$ cat config.mk
export PLATFORM = sky130hd
export DESIGN_NAME = instr_encoder
export DESIGN_NICKNAME = d
export VERILOG_FILES = /design/src/rtl/instr_encoder.sv
export SDC_FILE = /design/constraint.sdc
export NUM_CORES = 1
export LEC_CHECK = 0
export CORE_MARGIN = 4
export CORE_UTILIZATION = 40
export DETAILED_ROUTE_END_ITERATION = 10
export HOLD_SLACK_MARGIN = 0.12
export SLEW_MARGIN = 10
export SYNTH_ARGS = -nofsm -noshare
export SYNTH_HDL_FRONTEND = slang
export SYNTH_SLANG_ARGS = --single-unit
$ cat constraint.sdc
create_clock -name clk -period 9.9 [get_ports clk]
set_input_delay 2.97 -clock clk [delete_from_list [all_inputs] [get_ports clk]]
set_output_delay 2.97 -clock clk [all_outputs]
set_load 0.02 [all_outputs]
$ cat src/rtl/instr_encoder.sv
// instr_encoder: encodes decoder-format operation descriptors into RV32IM words, buffers them in
// a FIFO and emits 3-wide fetch bundles with a running PC. Optional: ENCODER_IMM_RANGE_CHECK_EN.
module instr_encoder #(
  parameter int          DEPTH    = 8,
  parameter logic [31:0] PC_RESET = 32'h0000_0000
) (
  input  logic        clk,
  input  logic        rst_n,
  input  logic        in_valid,
  output logic        in_ready,
  input  logic [16:0] in_op,
  input  logic [4:0]  in_rd,
  input  logic [4:0]  in_rs1,
  input  logic [4:0]  in_rs2,
  input  logic [31:0] in_imm,
  input  logic        drain,
  input  logic        flush,
  input  logic [31:0] flush_pc,
  output logic        out_valid,
  input  logic        out_ready,
  output logic [95:0] out_instr,
  output logic [2:0]  out_lane_valid,
  output logic [31:0] out_pc,
  output logic        err_illegal,
  output logic [7:0]  illegal_cnt
);

  // Both ports are valid/ready: a transfer happens on a rising edge where valid and ready are
  // both high; out_* stays stable while out_valid is high and out_ready is low.
  localparam int AW = $clog2(DEPTH);
  localparam int CW = AW + 1;
  localparam logic [CW-1:0] DEPTH_C = CW'(DEPTH);

  logic [31:0]   mem_q [DEPTH];
  logic [AW-1:0] wr_ptr_q, wr_ptr_d, rd_ptr_q, rd_ptr_d;
  logic [CW-1:0] count_q, count_d;
  logic          e_valid_q, e_valid_d;
  logic [31:0]   e_word_q, e_word_d;
  logic          err_q, err_d;
  logic [7:0]    cnt_q, cnt_d;
  logic [31:0]   pc_q, pc_d;

  logic [6:0]  opc;
  logic [2:0]  f3;
  logic [6:0]  f7;
  logic        f7_zero;
  logic [31:0] enc_word;
  logic        enc_legal;
  logic        in_fire;
  logic        mem_we;
  logic [2:0]  lane_valid;
  logic [1:0]  pop_n;
  logic [AW-1:0] rd_ptr1, rd_ptr2;
  logic        imm_i_ok, imm_b_ok, imm_j_ok;

  assign opc     = in_op[6:0];
  assign f3      = in_op[9:7];
  assign f7      = in_op[16:10];
  assign f7_zero = (f7 == 7'b0000000);

`ifdef ENCODER_IMM_RANGE_CHECK_EN
  logic signed [31:0] imm_s;
  assign imm_s    = $signed(in_imm);
  assign imm_i_ok = (imm_s >= -32'sd2048) && (imm_s <= 32'sd2047);
  assign imm_b_ok = (imm_s >= -32'sd4096) && (imm_s <= 32'sd4094) && !in_imm[0];
  assign imm_j_ok = (imm_s >= -32'sd1048576) && (imm_s <= 32'sd1048574) && !in_imm[0];
`else
  // Immediates are silently truncated to their field bits.
  logic unused_imm;
  assign unused_imm = ^in_imm[31:21];
  assign imm_i_ok   = 1'b1;
  assign imm_b_ok   = 1'b1;
  assign imm_j_ok   = 1'b1;
`endif

  always_comb begin
    enc_word  = 32'h0;
    enc_legal = 1'b0;
    case (opc)
      7'b0110011: begin
        enc_word  = {f7, in_rs2, in_rs1, f3, in_rd, opc};
        enc_legal = f7_zero || (f7 == 7'b0000001) ||
                    ((f7 == 7'b0100000) && ((f3 == 3'b000) || (f3 == 3'b101)));
      end
      7'b0010011: begin
        enc_word  = {in_imm[11:0], in_rs1, f3, in_rd, opc};
        enc_legal = f7_zero && (f3 != 3'b001) && (f3 != 3'b101) && imm_i_ok;
      end
      7'b0000011: begin
        enc_word  = {in_imm[11:0], in_rs1, f3, in_rd, opc};
        enc_legal = f7_zero && imm_i_ok;
      end
      7'b1100111: begin
        enc_word  = {in_imm[11:0], in_rs1, f3, in_rd, opc};
        enc_legal = f7_zero && (f3 == 3'b000) && imm_i_ok;
      end
      7'b0100011: begin
        enc_word  = {in_imm[11:5], in_rs2, in_rs1, f3, in_imm[4:0], opc};
        enc_legal = f7_zero && imm_i_ok;
      end
      7'b1100011: begin
        enc_word  = {in_imm[12], in_imm[10:5], in_rs2, in_rs1, f3, in_imm[4:1], in_imm[11], opc};
        enc_legal = f7_zero && imm_b_ok;
      end
      7'b1101111: begin
        enc_word  = {in_imm[20], in_imm[10:1], in_imm[11], in_imm[19:12], in_rd, opc};
        enc_legal = f7_zero && imm_j_ok;
      end
      default: ;
    endcase
  end

  // E only holds legal words; counting it here guarantees its FIFO write always has room.
  assign in_ready = (count_q + CW'(e_valid_q)) < DEPTH_C;
  assign in_fire  = in_valid && in_ready && !flush;

  always_comb begin
    lane_valid = 3'b000;
    if (count_q >= CW'(3))                  lane_valid = 3'b111;
    else if (drain && (count_q == CW'(2))) lane_valid = 3'b011;
    else if (drain && (count_q == CW'(1))) lane_valid = 3'b001;
  end

  assign rd_ptr1        = rd_ptr_q + AW'(1);
  assign rd_ptr2        = rd_ptr_q + AW'(2);
  assign out_valid      = |lane_valid;
  assign out_lane_valid = lane_valid;
  assign out_instr      = {lane_valid[2] ? mem_q[rd_ptr2]  : 32'h0,
                           lane_valid[1] ? mem_q[rd_ptr1]  : 32'h0,
                           lane_valid[0] ? mem_q[rd_ptr_q] : 32'h0};
  assign out_pc         = pc_q;
  assign err_illegal    = err_q;
  assign illegal_cnt    = cnt_q;
  assign pop_n          = (out_valid && out_ready) ?
                          (2'(lane_valid[0]) + 2'(lane_valid[1]) + 2'(lane_valid[2])) : 2'd0;
  assign mem_we         = e_valid_q && !flush && rst_n;

  always_comb begin
    e_valid_d = in_fire && enc_legal;
    e_word_d  = in_fire ? enc_word : e_word_q;
    err_d     = in_fire && !enc_legal;
    cnt_d     = (err_d && (cnt_q != 8'hFF)) ? cnt_q + 8'd1 : cnt_q;
    wr_ptr_d  = wr_ptr_q + AW'(e_valid_q);
    rd_ptr_d  = rd_ptr_q + AW'(pop_n);
    count_d   = count_q + CW'(e_valid_q) - CW'(pop_n);
    pc_d      = pc_q + {28'h0, pop_n, 2'b00};
    // Flush wins over any same-cycle handshake; the illegal counter survives it.
    if (flush) begin
      e_valid_d = 1'b0;
      wr_ptr_d  = '0;
      rd_ptr_d  = '0;
      count_d   = '0;
      pc_d      = flush_pc;
    end
  end

  always_ff @(posedge clk) begin
    if (!rst_n) begin
      e_valid_q <= 1'b0;
      e_word_q  <= 32'h0;
      err_q     <= 1'b0;
      cnt_q     <= 8'h0;
      wr_ptr_q  <= '0;
      rd_ptr_q  <= '0;
      count_q   <= '0;
      pc_q      <= PC_RESET;
    end else begin
      e_valid_q <= e_valid_d;
      e_word_q  <= e_word_d;
      err_q     <= err_d;
      cnt_q     <= cnt_d;
      wr_ptr_q  <= wr_ptr_d;
      rd_ptr_q  <= rd_ptr_d;
      count_q   <= count_d;
      pc_q      <= pc_d;
    end
  end

  always_ff @(posedge clk) begin
    if (mem_we) mem_q[wr_ptr_q] <= e_word_q;
  end

endmodule

# ---- Word-level counts from Yosys, hierarchy flattened
# Memories as Yosys holds them, arrays and structs flattened. A register that Yosys moved wholly into a read port is not among the register bits.
# Index checks and enable logic that the tools add are counted.
dict set report totals {
  out_inout_bits 142
  ramBits 256
  n_memories 1
  in_bits 102
  elab_cells 75
  register_bits 84
}
# name depth word_bits rd rd_ports_with_merged_regs wr line_no
set mem_list {}
lappend mem_list {mem_q 8 32 3 1 1 34} ;# logic [31:0] mem_q [DEPTH];
dict set report op_classes {
  eq_ne 15
  reduce_logical 25
  n_lt_le_gt_ge 2
  add_sub_neg 10
  bitwise 1
  mux 13
}
# operator n
set ops {}
lappend ops {{$pmux W32 S5} 1}
lappend ops {{$mux W32} 4}
lappend ops {{$add A32 B4 Y32} 1}
lappend ops {{$eq A7 B6 Y1 const B} 3}
lappend ops {{$eq A7 B7 Y1 const B} 3}
lappend ops {{$logic_and A1 B1 Y1} 14}
lappend ops {{$add A8 B1 Y8 const B} 1}
lappend ops {{$ne A8 B8 Y1 const B} 1}
lappend ops {{$eq A7 B1 Y1 const B} 1}
lappend ops {{$eq A7 B2 Y1 const B} 1}
lappend ops {{$eq A7 B5 Y1 const B} 1}
lappend ops {{$logic_not A7 Y1} 1}
lappend ops {{$mux W3} 2}
lappend ops {{$reduce_or A3 Y1} 2}
lappend ops {{$add A4 B1 Y4} 1}
lappend ops {{$eq A4 B1 Y1 const B} 1}
lappend ops {{$eq A4 B2 Y1 const B} 1}
lappend ops {{$ge A4 B2 Y1 const B} 1}
lappend ops {{$lt A4 B4 Y1 const B} 1}
lappend ops {{$mux W2} 2}
lappend ops {{$pmux W1 S4} 1}
lappend ops {{$reduce_or A4 Y1} 1}
lappend ops {{$sub A4 B2 Y4} 1}
lappend ops {{$add A3 B1 Y3} 1}
lappend ops {{other kinds (14)} 19}

# ---- Depth between registers and ports, before layout
# Gate-level depths: netlist (run 1).
dict set report logic_depth {
  ltp_word 10
  depth_mapped 13
  ltp_nobuf 13
}

# ---- Worst setup path before layout (run 1)
# No wires, ideal clock.
dict set report synth_path {
  kind {in2out}
  start {in drain}
  end {out out_instr[23]}
  t_required_ns 6.930
  t_arrival_ns 3.872
  path_stages 5
  n_path_buf 1
  slack_ns 3.058
  path_cell_list {a21oi_2 inv_2 a21oi_2 buf_2 nor2_1}
}
dict set report synth_between {
  elab_chain_len 5
  word_cells_on_any_way 6
  classes_between {mux: 4; reduce/logical: 2}
}
# element line_no
set synth_lines {}
lappend synth_lines {{from (decl)} 16} ;# input logic drain,
lappend synth_lines {{$logic_and A1 B1 Y1} 121} ;# else if (drain && (count_q == CW'(1))) lane_valid = 3'b001;
lappend synth_lines {{$mux W1} 121}
lappend synth_lines {{$mux W2 *} 120} ;# else if (drain && (count_q == CW'(2))) lane_valid = 3'b011;
lappend synth_lines {{$mux W3 *} 119} ;# if (count_q >= CW'(3)) lane_valid = 3'b111;
lappend synth_lines {{$mux W32 *} 130} ;# lane_valid[0] ? mem_q[rd_ptr_q] : 32'h0};
lappend synth_lines {{to (decl)} 21} ;# output logic [95:0] out_instr,
# Every way passes the cells marked *; elsewhere a longest branch is shown, timed or not.

# ---- Final worst setup path (run 1)
dict set report layout_path {
  start {in drain}
  end {out out_instr[52]}
}
dict set report layout_between {
  elab_chain_len 4
}
# element line_no
set layout_lines {}
lappend layout_lines {{$logic_and A1 B1 Y1} 120}
lappend layout_lines {{$mux W2} 120}
lappend layout_lines {{$mux W3} 119}
lappend layout_lines {{$mux W32} 129} ;# lane_valid[1] ? mem_q[rd_ptr1] : 32'h0,
# No other way between the ends.

==> metrics.csv, run 1 <==
metric,value,unit
drc_errors,0,
clk_latency,0.53,ns
postRouteAntennaNets,0,
grt_setup_unrepaired,no,
grt.overflow.total,0,
status,"complete, no violations",
powerDensity,159,mW/mm²
yosysTopAreaCell,edfxtp_1,
fin_nets,1556,
tritoncts,done,
cap_violations,0,
met2_length,23.7,mm
worstMarginPinSlew,1.09,ns
die_x,214,µm
worst_ep_required_time,6.93,ns
gp_congestion,0.773,
final.min_clock_period,8.03,ns
vdd_drop_max,0.0984,mV
start_util,40.6,%
area_delta_synth_final,24.9,%
yosysSeqAreaShare,55.0,%
port_buffers,232,
maxClockFrequency,125,MHz
antenna_found_initial,2,
grt_pass1_wl,73.9,mm
crit_buf_inv,3,
highest_layer,met5,
synth-edff-count,256,
start_kind,primary input,
wl_met3,3.84,mm
core-area,0.0420,mm²
yosys_most_used_dff,edfxtp_1,
cts.path.max_buffers,3,
cts_root_buf,clkbuf_16,
die_y,214,µm
syn_area,0.0170,mm²
synthTopCellsByArea,"edfxtp_1 (45%), mux4_2 (17%), dfxtp_1 (9.9%), mux2i_1 (7.9%), nor2_1 (2.7%)",
cp.arrival,5.06,ns
grt_pass1_vias,12200,
cp_cell_sequence,clkdlybuf4s50_1 -> a21oi_4 -> buf_4 -> a21oi_1 -> clkdlybuf4s50_1,
avgSynthCellArea,13.9,µm²
dp_hpwl,31.2,mm
dieArea,0.0460,mm²
firstDrtPassIters,5,
yosysWarnings,0,
viasPerCell,5.71,
postCtsHoldBufs,0,
dpl_cell_area,0.0200,mm²
crit_top_cell,clkdlybuf4s50_1,
fin_skew,0.0214,ns
yosysTopAreaCellShare,45.1,%
worstSetupEndpointType,primary output,
wl_met1,19.4,mm
rows,75,
routed_wl,48.1,mm
pin_count,244,
drv_slew,0,
path_clk_slew,0.06,ns
cp_max_fo,32,
max_stage_delay,0.68,ns
syn_inst,1226,
cts_buffers,38,
hold_viol_final,0,
fin_area,0.0213,mm²
hold_path_class,flip-flop to flip-flop,
yosysMostFrequentCell,edfxtp_1,
cp_slowest_cell,clkdlybuf4s50_1,
drtIter0Drc,697,
synthDistinctLibCells,62,
path_delay_family,buffers and inverters,
cts.repair.resized,0,
crit_type,primary input to primary output,
setup_viol,0,
antenna_cells,0,
grt_max_degree,67,
ys_async_sr_fraction,0,%
fin_crit_sh,81.1,%
slew-limit-headroom,27.4,%
finalSetupTns,0,ns
fillers,3650,
post-cts-setup-buffers,0,
vias,11500,
drive_gt1_share,17.1,%
yosys_register_bits,340,
htree_levels,2,
cts.sinks,340,
wl_per_cell,23.9,µm
power_leakage,6.79,nW
grt_usage,20.7,%
synth_nets,1342,
yosys-top-cells-count,"edfxtp_1 (256), mux2i_1 (134), mux4_2 (128)",
[worst reg2reg max path, delay by kind of cell, from the launching register on]
kind | cells | cell delay (ns)
AOI/OAI and AO/OA | 3 | 0.68
xor gates and xnor gates | 1 | 0.15
adders and majority gates | 2 | 0.69
buffers and inverters | 2 | 0.39
DFF | 1 | 0.48
and+or+nand+nor | 3 | 1.23
[flip-flops by register name, indices dropped and copies added, names as in the netlist]
signal       cells
mem_q          256
count_q          4
wr_ptr_q         3
out_pc          32
e_valid_q        1
err_illegal      1
e_word_q        32
illegal_cnt      8
rd_ptr_q         3
[worst paths after layout]
path	depth (start not counted)	slack [ns]	to	startpoint
min reg2reg	2	0.50	out_pc[1]	out_pc[1]
max	5	1.87	out_instr[52]	drain
min	2	0.50	out_pc[1]	out_pc[1]
max reg2reg	11	6.14	out_pc[22]	count_q[1]
[cells by family (layout without fill, tap and decap cells)]
kind of cell / Yosys count / after routing / synth area share (%)
AO/OA/AOI/OAI: 165 / 165 / 6.12
XOR/XNOR: 36 / 36 / 1.89
adder cells (fa/ha/maj): 14 / 14 / 1.16
buffers and inverters: 100 / 344 / 2.57
flip-flops: 340 / 340 / 55.0
multiplexers: 263 / 263 / 24.8
AND/OR/NAND/NOR: 308 / 308 / 8.46
[layer usage]
metal | global-route usage, % | vias to the layer above
met5 | 0 | -
met4 | 5.27 | 4
met3 | 5.00 | 72
met2 | 35.5 | 397
met1 | 26.7 | 5803
li1 | - | 5198
[metrics by stage]
step	setup WS (ns)	util (%)	instances	hold slack [ns]	power, mW
after global placement	1.94	47.5	1939	0.478	1.96
final	1.87	50.7	2009	0.496	3.38
after CTS	1.90	50.7	2009	0.501	3.41
after global routing	1.80	50.7	2009	0.556	3.51
after detailed placement	1.90	47.5	1939	0.486	1.96
after floorplan	3.06	-	1226	0.496	1.78
[layout by cell type (no fill, tap or decap), drive strengths merged, types with 4 or more instances in the layout]
cell type        n
and3            10
o21ai           37
mux2i          134
nor2b            5
nor2           125
nand2           96
a221oi          11
nand2b           6
or4              5
nand3b           4
inv             18
buf             24
clkinv          17
a21oi           70
a222oi           5
a211oi           6
a22o            10
o31ai            5
xnor2           15
mux4           128
a22oi           12
clkdlybuf4s50  232
bufinv           5
clkbuf          46
nor3            15
xor2            21
ha              11
nand3           19
nand4            8
edfxtp         256
dfxtp           84
[area by class of cell]
class / instances / area, µm² / share of cell area [%]
well taps: 539 / 674 / 3.17
multi-input cells: 786 / 7360 / 34.6
inverters: 18 / 67.6 / 0.317
clock buffers: 46 / 1050 / 4.94
clock inverters: 24 / 259 / 1.22
repair buffers: 256 / 2500 / 11.8
flip-flops and latches: 340 / 9380 / 44.0
[power breakdown]
| group | leakage, nW | internal [mW] | switching (mW) |
|---|---|---|---|
| sequential | 3.18 | 1.53 | 0.0215 |
| clock | 0.637 | 0.888 | 0.564 |
| combinational | 2.97 | 0.172 | 0.201 |
No activity file was read; power rests on OpenSTA's default activity.
==> run 2: changes to the inputs <==
==> constraint.sdc (replaced) <==
create_clock -name clk -period 6.95 [get_ports clk]
set_input_delay 2.085 -clock clk [delete_from_list [all_inputs] [get_ports clk]]
set_output_delay 2.085 -clock clk [all_outputs]
set_load 0.02 [all_outputs]
==> run 2 against run 1 <==
Clock-buffer cell count up 1. Design area down 0.11%. Largest cell class unchanged. Sequential power up 42%. Global-route usage down 0.29 points. Power up 38%. Combinational power up 45%. Sequential cell count unchanged. Setup slack worse by 1.3 ns.
==> metrics.csv, run 2 (synthesized netlist as in run 1, its figures left out) <==
metric,value,unit
status,"complete, no violations",
viasPerCell,5.72,
gp_congestion,0.809,
fin_nets,1561,
drive_gt1_share,17.5,%
cts_buffers,37,
worstSetupEndpointType,primary output,
r2r_setup_slack,3.17,ns
final.min_clock_period,6.41,ns
powerDensity,220,mW/mm²
grt_pass1_vias,11700,
hold_end,out_pc[1],
worstMarginPinSlew,1.33,ns
worst_ep_required_time,4.87,ns
cp_slowest_cell,clkdlybuf4s50_1,
max_stage_delay,0.55,ns
clk_latency,0.53,ns
die_x,214,µm
fillers,3658,
htree_levels,2,
hold_viol_final,0,
cts_root_buf,clkbuf_16,
grt_usage,20.4,%
area_delta_synth_final,24.8,%
grt_setup_unrepaired,no,
cts.repair.resized,0,
rows,75,
core-area,0.0420,mm²
dp_hpwl,32.0,mm
setup_viol,0,
start_util,40.6,%
r2r_start,count_q[1],
reg2reg_to,out_pc[22],
maxClockFrequency,156,MHz
vdd_drop_max,0.142,mV
crit_type,primary input to primary output,
port_buffers,232,
antenna_cells,0,
grt.overflow.total,0,
wl_per_cell,23.9,µm
final_cell_mix,"edfxtp_1 (256), clkdlybuf4s50_1 (232), mux2i_1 (134)",
vias,11500,
firstDrtPassIters,4,
worstHoldStart,out_pc[1],
antenna_found_initial,2,
postRouteAntennaNets,0,
path_clk_slew,0.06,ns
r2r_cells,11,
drc_errors,0,
final_common_cell,edfxtp_1,
start_kind,primary input,
power_leakage,6.71,nW
post-cts-setup-buffers,0,
fin_skew,0.0179,ns
fin_crit_sh,92.3,%
hold_slack,0.502,ns
cp_cell_sequence,clkdlybuf4s50_1 -> a21oi_4 -> inv_2 -> a21oi_4 -> buf_12 -> nor2_1 -> clkdlybuf4s50_1,
routed_wl,48.0,mm
cp_max_fo,34,
cts.path.max_buffers,3,
cp.arrival,4.33,ns
grt_pass1_wl,72.6,mm
dieArea,0.0460,mm²
die_y,214,µm
finalSetupTns,0,ns
drtIter0Drc,550,
tritoncts,done,
hold_path_class,flip-flop to flip-flop,
top_register,mem_q,
holdPathStages,2,
largest_reg_flops,256,
postCtsHoldBufs,0,
cap_violations,0,
cts.sinks,340,
grt_max_degree,112,
slew-limit-headroom,10.6,%
drv_slew,0,
pin_count,244,
[run 2: changes by cell type in the layout (fill, tap and decap cells not counted)]
cell / change
clkinv_1: -6
buf_12: +3
buf_4: +3
bufinv_16: -3
clkbuf_1: +3
clkinvlp_4: +3
inv_6: +2
clkbuf_16: -1
clkbuf_8: -1
clkinv_2: -1
[run 2: layer usage]
metal  global-route usage (%)  wire length, µm  up-vias
li1                         -                -     5215
met1                     27.0            20200     5889
met2                     35.2            24000      337
met3                     4.79             3110       61
met4                     3.48              683        4
met5                        0               26        -
[run 2: worst max-delay path by stage]
stage / endpoint / start / slack (ns)
5_1_grt: out_instr[24] / drain / 0.44
4_1_cts: out_instr[29] / drain / 0.53
6_report: out_instr[24] / drain / 0.54
2_1_floorplan: mem_q[0][0] / rst_n / 1.55
3_3_place_gp: out_instr[17] / drain / 0.55
3_5_place_dp: out_instr[29] / drain / 0.53
[run 2: final cells by class]
type	count	area, µm²	area share, %
timing repair buffer	262	2580	12.2
multi-input combinational	786	7360	34.6
clock inverter	19	181	0.853
inverter	18	67.6	0.318
tap	539	674	3.17
clock buffer	47	1020	4.82
sequential	340	9380	44.1
[run 2: worst max-delay path: cells and delay by family]
family	cells	cell delay, ns
buffers and inverters	4	1.41
AOI/OAI and AO/OA	2	0.69
and+or+nand+nor	1	0.08
[run 2: metrics by stage]
stage | setup slack, ns | instance area, µm² | power, mW | util, % | instances
detailed placement | 0.531 | 20100 | 2.81 | 47.7 | 1945
finish | 0.536 | 21300 | 4.68 | 50.6 | 2011
floorplan | 1.55 | 17000 | 2.54 | - | 1226
global placement | 0.552 | 20100 | 2.81 | 47.7 | 1945
CTS | 0.525 | 21300 | 4.74 | 50.6 | 2011
global route | 0.438 | 21300 | 4.85 | 50.6 | 2011
[run 2: where the power goes]
part | internal (mW) | switching [mW]
Sequential | 2.18 | 0.0356
Clock | 1.13 | 0.792
Combinational | 0.256 | 0.286
Total | 3.57 | 1.11
==> run 3: changes to the inputs <==
--- a/config.mk
+++ b/config.mk
@@ -5,8 +5,10 @@
 export SDC_FILE = /design/constraint.sdc
 export NUM_CORES = 1
 export LEC_CHECK = 0
-export CORE_MARGIN = 4
+export CORE_MARGIN = 5
 export CORE_UTILIZATION = 40
+export CTS_CLUSTER_DIAMETER = 60
+export CTS_CLUSTER_SIZE = 10
 export DETAILED_ROUTE_END_ITERATION = 10
 export HOLD_SLACK_MARGIN = 0.12
 export SLEW_MARGIN = 10
==> run 3 against run 2 <==
Maximum frequency grew 1.6%. Core utilization shrank 0.11 points. Non-clock buffer count shrank 4. Design area shrank 0.22%. Critical endpoint is now out_instr[50].
==> metrics.csv, run 3 (synthesized netlist as in run 1, its figures left out) <==
metric,value,unit
slew-limit-headroom,27.5,%
cts.path.max_buffers,3,
cp.arrival,4.23,ns
clk_latency,0.55,ns
hold_slack,0.504,ns
drive_gt1_share,16.6,%
cts_buffers,41,
grt_pass1_vias,11700,
finalSetupTns,0,ns
grt_max_degree,158,
fin_ws,0.635,ns
pwr-share-seq,47.0,%
dp_hpwl,31.5,mm
htree_levels,2,
gp_congestion,0.774,
tritoncts,done,
start_util,40.6,%
die_y,216,µm
holdPathStages,2,
swShare,24.0,%
power_frac_clock,41.5,%
vias,11500,
postCtsHoldBufs,0,
port_buffers,232,
grt.overflow.total,0,
status,"complete, no violations",
routed_wl,48.1,mm
drtIter0Drc,891,
pin_count,244,
final.min_clock_period,6.31,ns
r2r_cells,11,
rows,75,
multi_input_area,0.00736,mm²
viasPerCell,5.71,
drv_slew,0,
top_register,mem_q,
start_kind,primary input,
cp_cell_sequence,clkdlybuf4s50_1 -> a21oi_4 -> buf_4 -> buf_4 -> a21oi_1 -> clkdlybuf4s50_1,
seqCellArea,0.00938,mm²
max_stage_delay,0.58,ns
pre_cts_slack,0.614,ns
cp_max_fo,23,
worstSetupEndpointType,primary output,
largest_reg_flops,256,
cts.repair.resized,0,
pwr-share-comb,11.5,%
dieArea,0.0469,mm²
grt_pass1_wl,72.9,mm
post-cts-setup-buffers,0,
cts.sinks,340,
cts_root_buf,clkbuf_16,
powerDensity,222,mW/mm²
grt_setup_unrepaired,no,
worst_ep_required_time,4.87,ns
switchingPower,1.13,mW
fillers,3629,
grt_usage,20.2,%
hold_viol_final,0,
wl_per_cell,23.9,µm
fin_nets,1561,
cp_slowest_cell,clkdlybuf4s50_1,
postRouteAntennaNets,0,
firstDrtPassIters,6,
die_x,216,µm
core-area,0.0420,mm²
setup_viol,0,
path_clk_slew,0.05,ns
maxClockFrequency,158,MHz
drc_errors,0,
final_cell_mix,"edfxtp_1 (256), clkdlybuf4s50_1 (232), mux2i_1 (134)",
fin_skew,0.0186,ns
power_leakage,6.68,nW
antenna_found_initial,3,
vdd_drop_max,0.142,mV
area_delta_synth_final,24.5,%
power,4.72,mW
crit_type,primary input to primary output,
worstMarginPinSlew,1.09,ns
hold_path_class,flip-flop to flip-flop,
finish.utilization,50.5,%
cap_violations,0,
internal-power,3.58,mW
fin_crit_sh,90.9,%
final_common_cell,edfxtp_1,
-- run 3: cell count changes in the layout (fill, tap and decap cells not counted), sizes merged --
cell / delta
clkinvlp: -4
clkbuf: +20
bufinv: -1
inv: +1
diode: +1
buf: -4
clkinv: -8
-- run 3: worst max-delay path: cells and delay by family --
family | cells | cell delay (ns)
buf+inv | 4 | 1.85
compound gates | 2 | 0.28
-- run 3: area by class of cell --
cell class | instances | share of cell area (%)
sequential | 340 | 44.2
multi-input combinational | 786 | 34.7
timing repair buffer | 258 | 11.9
clock buffer | 67 | 5.29
tap | 539 | 3.18
clock inverter | 7 | 0.418
inverter | 18 | 0.318
antenna | 1 | 0.0118
-- run 3: per-stage QoR --
stage | instances | area, µm²
final | 2016 | 21200
after global routing | 2016 | 21200
after CTS | 2015 | 21200
after detailed placement | 1941 | 20000
after global placement | 1941 | 20000
after floorplan | 1226 | 17000
-- run 3: worst paths after layout --
kind | slack (ns) | to | start
worst min register to register | 0.50 | out_pc[1] | out_pc[1]
worst max register to register | 3.14 | out_pc[22] | count_q[1]
worst min-delay path | 0.50 | out_pc[1] | out_pc[1]
worst max-delay path | 0.64 | out_instr[50] | drain
-- run 3: layer usage --
metal / global-route usage (%) / routed length (µm) / vias up
li1: - / - / 5212
met1: 27.4 / 20200 / 5816
met2: 33.7 / 23300 / 414
met3: 4.74 / 3800 / 61
met4: 4.35 / 746 / 4
met5: 0 / 32 / -
-- run 3: power groups by stage --
| stage | registers [mW] | logic [mW] | clock network [mW] |
|---|---|---|---|
| 2_1_floorplan | 2.27 | 0.275 | 0 |
| 6_report | 2.22 | 0.540 | 1.96 |
| 3_3_place_gp | 2.26 | 0.542 | 0 |
| 4_1_cts | 2.22 | 0.548 | 2.00 |
| 5_1_grt | 2.22 | 0.579 | 2.09 |
| 3_5_place_dp | 2.26 | 0.546 | 0 |
